<file path="src/rtl/dm_arbiter_pkg.sv">
// Shared definitions for the DataMemory arbiter slice.
// Contents:
//   WORD_W             - data / address word width of the processor buses
//   DM_ADDR_W          - default number of implemented DataMemory address bits
//   DM_STARVE_LIMIT    - default number of CPU grants allowed while debug waits
//   dm_state_e         - arbiter FSM state encoding
//   dm_owner_e         - which requester owns the access in flight
//   cpu_wins()         - arbitration decision helper
package dm_arbiter_pkg;

    localparam int WORD_W          = 16;
    localparam int DM_ADDR_W       = 8;
    localparam int DM_STARVE_LIMIT = 4;

    typedef enum logic [2:0] {
        IDLE  = 3'd0,
        ISSUE = 3'd1,
        WAIT  = 3'd2,
        ACK   = 3'd3,
        CLEAR = 3'd4
    } dm_state_e;

    typedef enum logic {
        OWNER_CPU = 1'b0,
        OWNER_DBG = 1'b1
    } dm_owner_e;

    // The CPU has priority unless the debug port is waiting and the CPU has
    // already used up its allowance of back-to-back grants.
    function automatic logic cpu_wins(input logic cpu_req,
                                      input logic dbg_req,
                                      input logic at_limit);
        return cpu_req && !(dbg_req && at_limit);
    endfunction

endpackage

</file>
<file path="src/rtl/dm_arbiter_clear.sv">
// dm_clear_sweeper: address counter for the memory zero-fill.
// Ports:
//   clock, reset - clock and synchronous active-high reset
//   start        - pulse: begin a sweep at address 0
//   busy         - high while the sweep is running
//   addr         - address currently being written
//   done         - high in the cycle that addr holds the last address
module dm_clear_sweeper
    import dm_arbiter_pkg::*;
#(
    parameter int ADDR_W = DM_ADDR_W
) (
    input  logic              clock,
    input  logic              reset,
    input  logic              start,
    output logic              busy,
    output logic [ADDR_W-1:0] addr,
    output logic              done
);

    localparam logic [ADDR_W-1:0] LAST_ADDR = {ADDR_W{1'b1}};

    logic              busy_r;
    logic [ADDR_W-1:0] addr_r;

    assign busy = busy_r;
    assign addr = addr_r;
    assign done = busy_r && (addr_r == LAST_ADDR);

    // Sweep pointer: loads 0 on start, steps once per cycle, stops after the last address.
    always_ff @(posedge clock) begin
        if (reset) begin
            busy_r <= 1'b0;
            addr_r <= '0;
        end else if (start) begin
            busy_r <= 1'b1;
            addr_r <= '0;
        end else if (busy_r) begin
            if (addr_r == LAST_ADDR) begin
                busy_r <= 1'b0;
                addr_r <= '0;
            end else begin
                addr_r <= addr_r + ADDR_W'(1);
            end
        end else begin
            busy_r <= busy_r;
            addr_r <= addr_r;
        end
    end

endmodule

</file>
<file path="src/rtl/dm_arbiter.sv">
// dm_arbiter: shares the single DataMemory port between the CPU load/store
// path and the debug/loader port, and can zero-fill the whole memory.
// Ports:
//   clock, reset                          - clock, synchronous active-high reset
//   cpu_req/cpu_we/cpu_addr/cpu_wdata     - CPU request (held until cpu_ack)
//   cpu_ack/cpu_rdata                     - CPU completion pulse and read data
//   dbg_req/dbg_we/dbg_addr/dbg_wdata     - debug request (held until dbg_ack)
//   dbg_ack/dbg_rdata                     - debug completion pulse and read data
//   clear_start/clear_busy                - zero-fill request pulse / in-progress flag
//   mem_address/mem_data/mem_wren         - registered DataMemory drive
//   mem_q                                 - DataMemory read data (one cycle after address)
// Every access takes IDLE -> ISSUE -> WAIT -> ACK; the ack is registered out of
// ACK, so it is seen in the first cycle the FSM is back in IDLE.
module dm_arbiter
    import dm_arbiter_pkg::*;
#(
    parameter int ADDR_W       = DM_ADDR_W,
    parameter int STARVE_LIMIT = DM_STARVE_LIMIT
) (
    input  logic              clock,
    input  logic              reset,
    input  logic              cpu_req,
    input  logic              cpu_we,
    input  logic [WORD_W-1:0] cpu_addr,
    input  logic [WORD_W-1:0] cpu_wdata,
    output logic              cpu_ack,
    output logic [WORD_W-1:0] cpu_rdata,
    input  logic              dbg_req,
    input  logic              dbg_we,
    input  logic [WORD_W-1:0] dbg_addr,
    input  logic [WORD_W-1:0] dbg_wdata,
    output logic              dbg_ack,
    output logic [WORD_W-1:0] dbg_rdata,
    input  logic              clear_start,
    output logic              clear_busy,
    output logic [WORD_W-1:0] mem_address,
    output logic [WORD_W-1:0] mem_data,
    output logic              mem_wren,
    input  logic [WORD_W-1:0] mem_q
);

    localparam int STREAK_W = (STARVE_LIMIT < 1) ? 1 : $clog2(STARVE_LIMIT + 1);
    localparam logic [STREAK_W-1:0] STREAK_MAX = STREAK_W'(STARVE_LIMIT);

    dm_state_e           state_r, state_next_s;
    dm_owner_e           owner_r, owner_next_s;
    logic                op_we_r, op_we_next_s;
    logic [STREAK_W-1:0] streak_r, streak_next_s;
    logic                pend_clear_r, pend_clear_next_s;
    logic [WORD_W-1:0]   mem_address_r, mem_address_next_s;
    logic [WORD_W-1:0]   mem_data_r, mem_data_next_s;
    logic                mem_wren_r, mem_wren_next_s;
    logic                cpu_ack_r, cpu_ack_next_s;
    logic                dbg_ack_r, dbg_ack_next_s;
    logic [WORD_W-1:0]   cpu_rdata_r, cpu_rdata_next_s;
    logic [WORD_W-1:0]   dbg_rdata_r, dbg_rdata_next_s;
    logic                clear_busy_r, clear_busy_next_s;

    logic                cpu_win_s;
    logic                sweep_start_s;
    logic                sw_busy_s;
    logic                sw_done_s;
    logic [ADDR_W-1:0]   sw_addr_s;

    assign cpu_win_s     = cpu_wins(cpu_req, dbg_req, streak_r == STREAK_MAX);
    assign sweep_start_s = (state_r == IDLE) && (clear_start || pend_clear_r);

    dm_clear_sweeper #(
        .ADDR_W (ADDR_W)
    ) u_sweeper (
        .clock (clock),
        .reset (reset),
        .start (sweep_start_s),
        .busy  (sw_busy_s),
        .addr  (sw_addr_s),
        .done  (sw_done_s)
    );

    assign mem_address = mem_address_r;
    assign mem_data    = mem_data_r;
    assign mem_wren    = mem_wren_r;
    assign cpu_ack     = cpu_ack_r;
    assign dbg_ack     = dbg_ack_r;
    assign cpu_rdata   = cpu_rdata_r;
    assign dbg_rdata   = dbg_rdata_r;
    assign clear_busy  = clear_busy_r;

    // Next-state and next-output logic for the arbiter FSM.
    always_comb begin
        state_next_s       = state_r;
        owner_next_s       = owner_r;
        op_we_next_s       = op_we_r;
        streak_next_s      = streak_r;
        pend_clear_next_s  = pend_clear_r;
        mem_address_next_s = mem_address_r;
        mem_data_next_s    = mem_data_r;
        mem_wren_next_s    = 1'b0;
        cpu_ack_next_s     = 1'b0;
        dbg_ack_next_s     = 1'b0;
        cpu_rdata_next_s   = cpu_rdata_r;
        dbg_rdata_next_s   = dbg_rdata_r;
        clear_busy_next_s  = 1'b0;

        case (state_r)
            IDLE: begin
                if (clear_start || pend_clear_r) begin
                    // The first zero write goes out on entry so the sweep
                    // lines up with the sweeper pointer (both start at 0).
                    state_next_s       = CLEAR;
                    pend_clear_next_s  = 1'b0;
                    mem_address_next_s = '0;
                    mem_data_next_s    = '0;
                    mem_wren_next_s    = 1'b1;
                    clear_busy_next_s  = 1'b1;
                end else if (cpu_win_s) begin
                    state_next_s       = ISSUE;
                    owner_next_s       = OWNER_CPU;
                    op_we_next_s       = cpu_we;
                    mem_address_next_s = cpu_addr;
                    mem_data_next_s    = cpu_wdata;
                    mem_wren_next_s    = cpu_we;
                    if (dbg_req) begin
                        streak_next_s = (streak_r == STREAK_MAX) ? STREAK_MAX
                                                                 : streak_r + STREAK_W'(1);
                    end else begin
                        streak_next_s = '0;
                    end
                end else if (dbg_req) begin
                    state_next_s       = ISSUE;
                    owner_next_s       = OWNER_DBG;
                    op_we_next_s       = dbg_we;
                    mem_address_next_s = dbg_addr;
                    mem_data_next_s    = dbg_wdata;
                    mem_wren_next_s    = dbg_we;
                    streak_next_s      = '0;
                end else begin
                    state_next_s = IDLE;
                end
            end
            ISSUE: begin
                state_next_s = WAIT;
                if (clear_start) begin
                    pend_clear_next_s = 1'b1;
                end else begin
                    pend_clear_next_s = pend_clear_r;
                end
            end
            WAIT: begin
                // mem_q now reflects the address presented on entry to ISSUE.
                state_next_s = ACK;
                if (!op_we_r) begin
                    if (owner_r == OWNER_CPU) begin
                        cpu_rdata_next_s = mem_q;
                    end else begin
                        dbg_rdata_next_s = mem_q;
                    end
                end else begin
                    cpu_rdata_next_s = cpu_rdata_r;
                end
                if (clear_start) begin
                    pend_clear_next_s = 1'b1;
                end else begin
                    pend_clear_next_s = pend_clear_r;
                end
            end
            ACK: begin
                state_next_s = IDLE;
                if (owner_r == OWNER_CPU) begin
                    cpu_ack_next_s = 1'b1;
                end else begin
                    dbg_ack_next_s = 1'b1;
                end
                if (clear_start) begin
                    pend_clear_next_s = 1'b1;
                end else begin
                    pend_clear_next_s = pend_clear_r;
                end
            end
            CLEAR: begin
                // clear_start is deliberately not looked at here.
                if (!sw_busy_s || sw_done_s) begin
                    state_next_s = IDLE;
                end else begin
                    mem_address_next_s = WORD_W'(sw_addr_s + ADDR_W'(1));
                    mem_data_next_s    = '0;
                    mem_wren_next_s    = 1'b1;
                    clear_busy_next_s  = 1'b1;
                end
            end
            default: begin
                state_next_s = IDLE;
            end
        endcase
    end

    // FSM state register.
    always_ff @(posedge clock) begin
        if (reset) begin
            state_r <= IDLE;
        end else begin
            state_r <= state_next_s;
        end
    end

    // Registered outputs and access context.
    always_ff @(posedge clock) begin
        if (reset) begin
            owner_r       <= OWNER_CPU;
            op_we_r       <= 1'b0;
            streak_r      <= '0;
            pend_clear_r  <= 1'b0;
            mem_address_r <= '0;
            mem_data_r    <= '0;
            mem_wren_r    <= 1'b0;
            cpu_ack_r     <= 1'b0;
            dbg_ack_r     <= 1'b0;
            cpu_rdata_r   <= '0;
            dbg_rdata_r   <= '0;
            clear_busy_r  <= 1'b0;
        end else begin
            owner_r       <= owner_next_s;
            op_we_r       <= op_we_next_s;
            streak_r      <= streak_next_s;
            pend_clear_r  <= pend_clear_next_s;
            mem_address_r <= mem_address_next_s;
            mem_data_r    <= mem_data_next_s;
            mem_wren_r    <= mem_wren_next_s;
            cpu_ack_r     <= cpu_ack_next_s;
            dbg_ack_r     <= dbg_ack_next_s;
            cpu_rdata_r   <= cpu_rdata_next_s;
            dbg_rdata_r   <= dbg_rdata_next_s;
            clear_busy_r  <= clear_busy_next_s;
        end
    end

endmodule

</file>
<file path="config.mk">
export PLATFORM = sky130hd
export DESIGN_NAME = dm_arbiter
export DESIGN_NICKNAME = d
export VERILOG_FILES = /design/src/rtl/dm_arbiter_pkg.sv /design/src/rtl/dm_arbiter_clear.sv /design/src/rtl/dm_arbiter.sv
export SDC_FILE = /design/constraint.sdc
export NUM_CORES = 1
export LEC_CHECK = 0
export ABC_AREA = 1
export CORE_UTILIZATION = 45
export CTS_CLUSTER_SIZE = 40
export DETAILED_ROUTE_END_ITERATION = 16
export MAX_ROUTING_LAYER = met4
export PLACE_DENSITY = 0.81
export SYNTH_ARGS = -nofsm -noshare
export SYNTH_HDL_FRONTEND = slang
export SYNTH_SLANG_ARGS = --single-unit
</file>
<file path="constraint.sdc">
create_clock -name clock -period 2 [get_ports clock]
set_input_delay 0.4 -clock clock [delete_from_list [all_inputs] [get_ports clock]]
set_output_delay 0.4 -clock clock [all_outputs]
set_load 0.05 [all_outputs]
</file>
Yosys cells after proc, flatten, opt, wreduce, memory -nomap -nowiden --
Index checks and enable logic that the tools add are counted.
Operators by class: add/sub/neg operators 3, equality and inequality tests 11, multiplexer cells 39, bitwise operators 4, reductions and logical operators 20
Operators with widths (count):
- $mux W16 | 8
- $pmux W16 S2 | 2
- $mux W1 | 18
- $mux W3 | 6
- $reduce_and A3 Y1 | 5
- $pmux W3 S4 | 1
- $add A8 B1 Y9 const B | 1
- $add A8 B1 Y8 const B | 1
- $eq A8 B8 Y1 const B | 1
- $mux W8 | 1
- $eq A3 B2 Y1 const B | 2
- $eq A3 B3 Y1 const B | 2
- $pmux W1 S2 | 3
- $reduce_bool A2 Y1 | 3
- $logic_and A1 B1 Y1 | 4
- $ne A2 B1 Y1 const B | 2
- $ne A2 B2 Y1 const B | 2
- $ne A4 B3 Y1 const B | 1
- $not A1 Y1 | 4
- $reduce_or A2 Y1 | 2
- $add A3 B1 Y3 const B | 1
- $eq A3 B1 Y1 const B | 1
- $logic_not A3 Y1 | 1
- $reduce_or A3 Y1 | 1
- 2 further kinds | 4
Storage, ports and cells: bits in registers 86, input port bits 87, output and inout port bits 68, word-level logic and storage cells 92

Depth between registers and ports, before layout --
word-level depth 7, gate-level depth with buffers 11, depth with buffers taken out 10

Modules after synthesis --
Synthesis repeated with hierarchy kept, for this count alone.
Unflattened totals: cells, all modules 611, area, all modules 4071.4 µm²
Modules (own cells, without submodules):
- dm_arbiter | times used 1, cells an instance 552, area each 3646.0 µm², seq. area each 1541.5 µm²
- dm_clear_sweeper | times used 1, cells an instance 59, area each 425.4 µm², seq. area each 180.2 µm²

Worst setup path before layout --
Ideal clock, no wire load.
path type register -> register, from register u_sweeper.addr_r[1] (netlist: u_sweeper.addr[1]), to register mem_address_r[13] (netlist: mem_address[13]), library setup time 0.117 ns, data arrival time 1.350 ns, path slack 0.534 ns, stages on the path, launching flop included 11, buffers on the path 2, period minus slack after synthesis 1.466 ns, path through dfxtp_1 -> ha_1 -> nand2_2 -> nor2_4 -> nand2_2 -> nand3_2 -> nand2_2 -> buf_6 -> buf_6 -> a21oi_1 -> nor2_1
Between the ends: cells in the longest elaborated chain, start to end 5
RTL lines:
- from (decl) | line dm_arbiter_clear.sv:24 | logic [ADDR_W-1:0] addr_r;
- from (signal assigned) | line dm_arbiter_clear.sv:43 | addr_r <= addr_r + ADDR_W'(1);
- from (signal assigned) | line dm_arbiter_clear.sv:47 | addr_r <= addr_r;
- $eq A8 B8 Y1 | line dm_arbiter_clear.sv:28 | assign done = busy_r && (addr_r == LAST_ADDR);
- $logic_and A1 B1 Y1 | line dm_arbiter_clear.sv:28
- $logic_or A1 B1 Y1 | line dm_arbiter.sv:181 | if (!sw_busy_s || sw_done_s) begin
- $ne A2 B2 Y1 (no line)
- $reduce_and A3 Y1 (no line)
- to (signal assigned) | line dm_arbiter.sv:225 | mem_address_r <= mem_address_next_s;
- to (decl) | line dm_arbiter.sv:50 | logic [WORD_W-1:0] mem_address_r, mem_address_next_s;
No other way between the ends. A chain may end at the register's enable or synchronous reset.

Worst setup path after layout --
from register mem_data_r[8] (netlist: mem_data[8]), to output mem_data[8]
RTL lines:
- from (decl) | line dm_arbiter.sv:51 | logic [WORD_W-1:0] mem_data_r, mem_data_next_s;
- from (signal assigned) | line dm_arbiter.sv:226 | mem_data_r <= mem_data_next_s;
- to (decl) | line dm_arbiter.sv:37 | output logic [WORD_W-1:0] mem_data,
No word-level cell between the ends.

==> metrics.txt <==
P_leak=2.64 nW; Setup CP Type=flip-flop to output port; Max Used Layer=met4; Initial Util=~46%; Comb power frac=about two fifths; fmax=approximately 0.52 GHz; P_sw=2.16 mW; CTS clk-pin slew, worst paths=0.11 ns; I/O pin total=about 160; share of layout cells above drive strength 1=slightly above 8%; CP max stage delay=around 0.83 ns; Die Area=between 9000 and 10000 µm²; Vias=around 4500; top post-synthesis cells by area=dfxtp_1 40%, nand2_1 11%, nor2_1 11%; vias per cell=4.88; Synth Register Bits=86; Final Net Count=approximately 900; CP arrival=1.53 ns; Worst Tran Pin Value=about 0.54 ns; Rows=35; Antenna diodes=0; htree depth=3; Sink Count=86; CP cell instances=clkdlybuf4s50_1; Root Driver=clkbuf_8; drt wl/cell=about 13 µm; CP Buf/Inv Count=1; Final period util=96.4%; number of port buffers=154; Yosys Warn Count=0; setup ws final=slightly above 0.07 ns; hpwl dp=a little under 9000 µm; metal2 WL=about 5500 µm; Num CTS Buffers=9; Max-slew headroom=63.6%; final setup violation count=0; # Post-CTS Setup Buffers=0; GP Congestion=a little under 0.9; hold path startpoint=owner_r; TritonRoute pass-1 iters=5; CTS Hold Buffers Added=0; RSZ-0062 raised after global routing=no; crit path launch type=flip-flop; Crit Path Max Fanout=2; overall routing resource usage=between 20% and 30%; worst-case clock buffer depth=2; Post-Syn Instances=around 640; Critical Path RT=roughly 1.6 ns; Worst Hold Class=flip-flop to flip-flop; Remaining Overflow, GRT=0; Crit. Startpoint=mem_data[8]; Die Ht=around 100 µm; DP Worst Slack=between 0.02 and 0.03 ns; Tot Pwr=5.38 mW; initial antenna violation count=0; Period minus WS final=a little under 2 ns; CP Capture Type=output port; CP top delay family=buffers and inverters; share of the synthesized area in the top cell type=between 40% and 50%; core footprint=around 9200 µm²; Yosys cell types=27; Slew Limit Fails=0; status=complete, no violations; Die Wd=~100 µm; ANT nets after route=0; area growth from synthesis to layout=44.0%; Reg power frac=a little under two fifths; largest area contributor in the netlist=dfxtp_1; Clk pwr share=between 20 and 25%; Max Cap Violations=0; first-pass GRT wire length=18800 µm; Worst VDD drop=0.000748 V; reg2reg start=state_r[1]; register area share after synthesis=about two fifths; Pwr Density=about 870 nW/µm²; DRC Markers=0; DRT iter0 DRCs=roughly 120; Mapped Area=between 4000 and 5000 µm²; CP max stage cell=clkdlybuf4s50_1; switching share of power=between 40 and 50%; largest net degree at the start of global routing=39; DRT met1 WL=approximately 5000 µm; CTS tree=built; setup TNS=0 ns; final hold vios=0; clk_lat worst skew=0.35 ns; clk_skew=0.0131 ns; vias in the first global route=roughly 4300; wirelength, routed=~12000 µm; met3 routed WL=roughly 860 µm; Synth Net Count=roughly 730; Cell Int Power=~3.2 mW; CTS resizes=0; synthesized area per cell=between 6 and 7 µm²
==> final timing paths <==
| kind | to | slack, ns | cells after the start |
|---|---|---|---|
| max reg2reg | mem_data[4] | 0.37 | 9 |
| max | mem_data[8] | 0.07 | 1 |
| min | cpu_ack | 0.46 | 1 |
| min reg2reg | cpu_ack | 0.46 | 1 |
==> synthesized netlist by cell type (all sizes together) <==
library cell,number
inv,71
ha,3
buf,21
xor2,1
nor3,4
nand3b,22
nand3,59
nand4,1
a21oi,42
nand2,134
dfxtp,86
nor2,133
clkbuf,13
o21ai,44
o211ai,1
nor4,1
==> layer usage <==
layer | up-vias | track usage, %
met5 | - | -
met4 | 0 | 8.26
met3 | 15 | 6.82
met2 | 136 | 41.3
met1 | 2036 | 26.8
li1 | 2302 | -
==> layout by cell type, fill, tap and decap left out <==
cell	instances
clkinv_4	2
nor2_2	2
inv_2	7
nand3_1	47
nor4_1	1
o21ai_0	39
nand2_2	5
clkdlybuf4s50_1	154
clkinv_8	1
o21ai_1	5
inv_1	63
nand2_1	129
buf_12	4
buf_4	15
xor2_1	1
nor2_4	2
clkbuf_8	9
clkinv_1	1
ha_1	3
nand3_2	12
nand3b_1	22
nor3_1	2
inv_8	2
nor3_2	1
nor3_4	1
nor2_1	129
nand4_1	1
o211ai_1	1
inv_6	2
a21oi_1	42
dfxtp_1	86
==> final cells by class <==
cell class	instances	area (µm²)
fill	783	3070
multi-input combinational	445	2090
timing repair buffer	173	1730
sequential	86	1720
inverter	71	267
tap	129	161
clock buffer	9	124
clock inverter	7	73.8
==> flip-flops by register name, summed over array words and instances (netlist names) <==
| name | flops |
|---|---|
| clear_busy | 1 |
| cpu_ack | 1 |
| cpu_rdata | 16 |
| dbg_ack | 1 |
| dbg_rdata | 16 |
| mem_address | 16 |
| mem_data | 16 |
| mem_wren | 1 |
| op_we_r | 1 |
| owner_r | 1 |
| pend_clear_r | 1 |
| state_r | 3 |
| streak_r | 3 |
| u_sweeper.addr | 8 |
| u_sweeper.busy | 1 |
==> cells by family (layout without fill, tap and decap cells) <==
group	after synthesis	count (layout)	share of synthesized area (%)
DFF	86	86	40.2
adders and majority gates	3	3	0.876
and+or+nand+nor	354	354	37.4
buffers and inverters	105	260	11.1
xor gates and xnor gates	1	1	0.204
AOI/OAI and AO/OA	87	87	10.2
==> through the flow <==
stage,cells,util [%],hold slack [ns],cell area [µm²]
6_report,920,66.8,0.464,6170
3_3_place_gp,904,64.6,0.447,5970
2_1_floorplan,636,-,0.423,4280
5_1_grt,920,66.8,0.459,6170
4_1_cts,920,66.8,0.452,6170
3_5_place_dp,904,64.6,0.447,5970
==> power groups by stage <==
stage | logic, mW | registers, mW | clock network, mW
finish | 2.14 | 2.04 | 1.20
global route | 2.32 | 2.06 | 1.30
CTS | 2.15 | 2.04 | 1.23
detailed placement | 2.14 | 2.08 | 0
global placement | 2.10 | 2.07 | 0
floorplan | 0.818 | 2.68 | 0
Note: power is estimated with default switching activity, not from simulation.
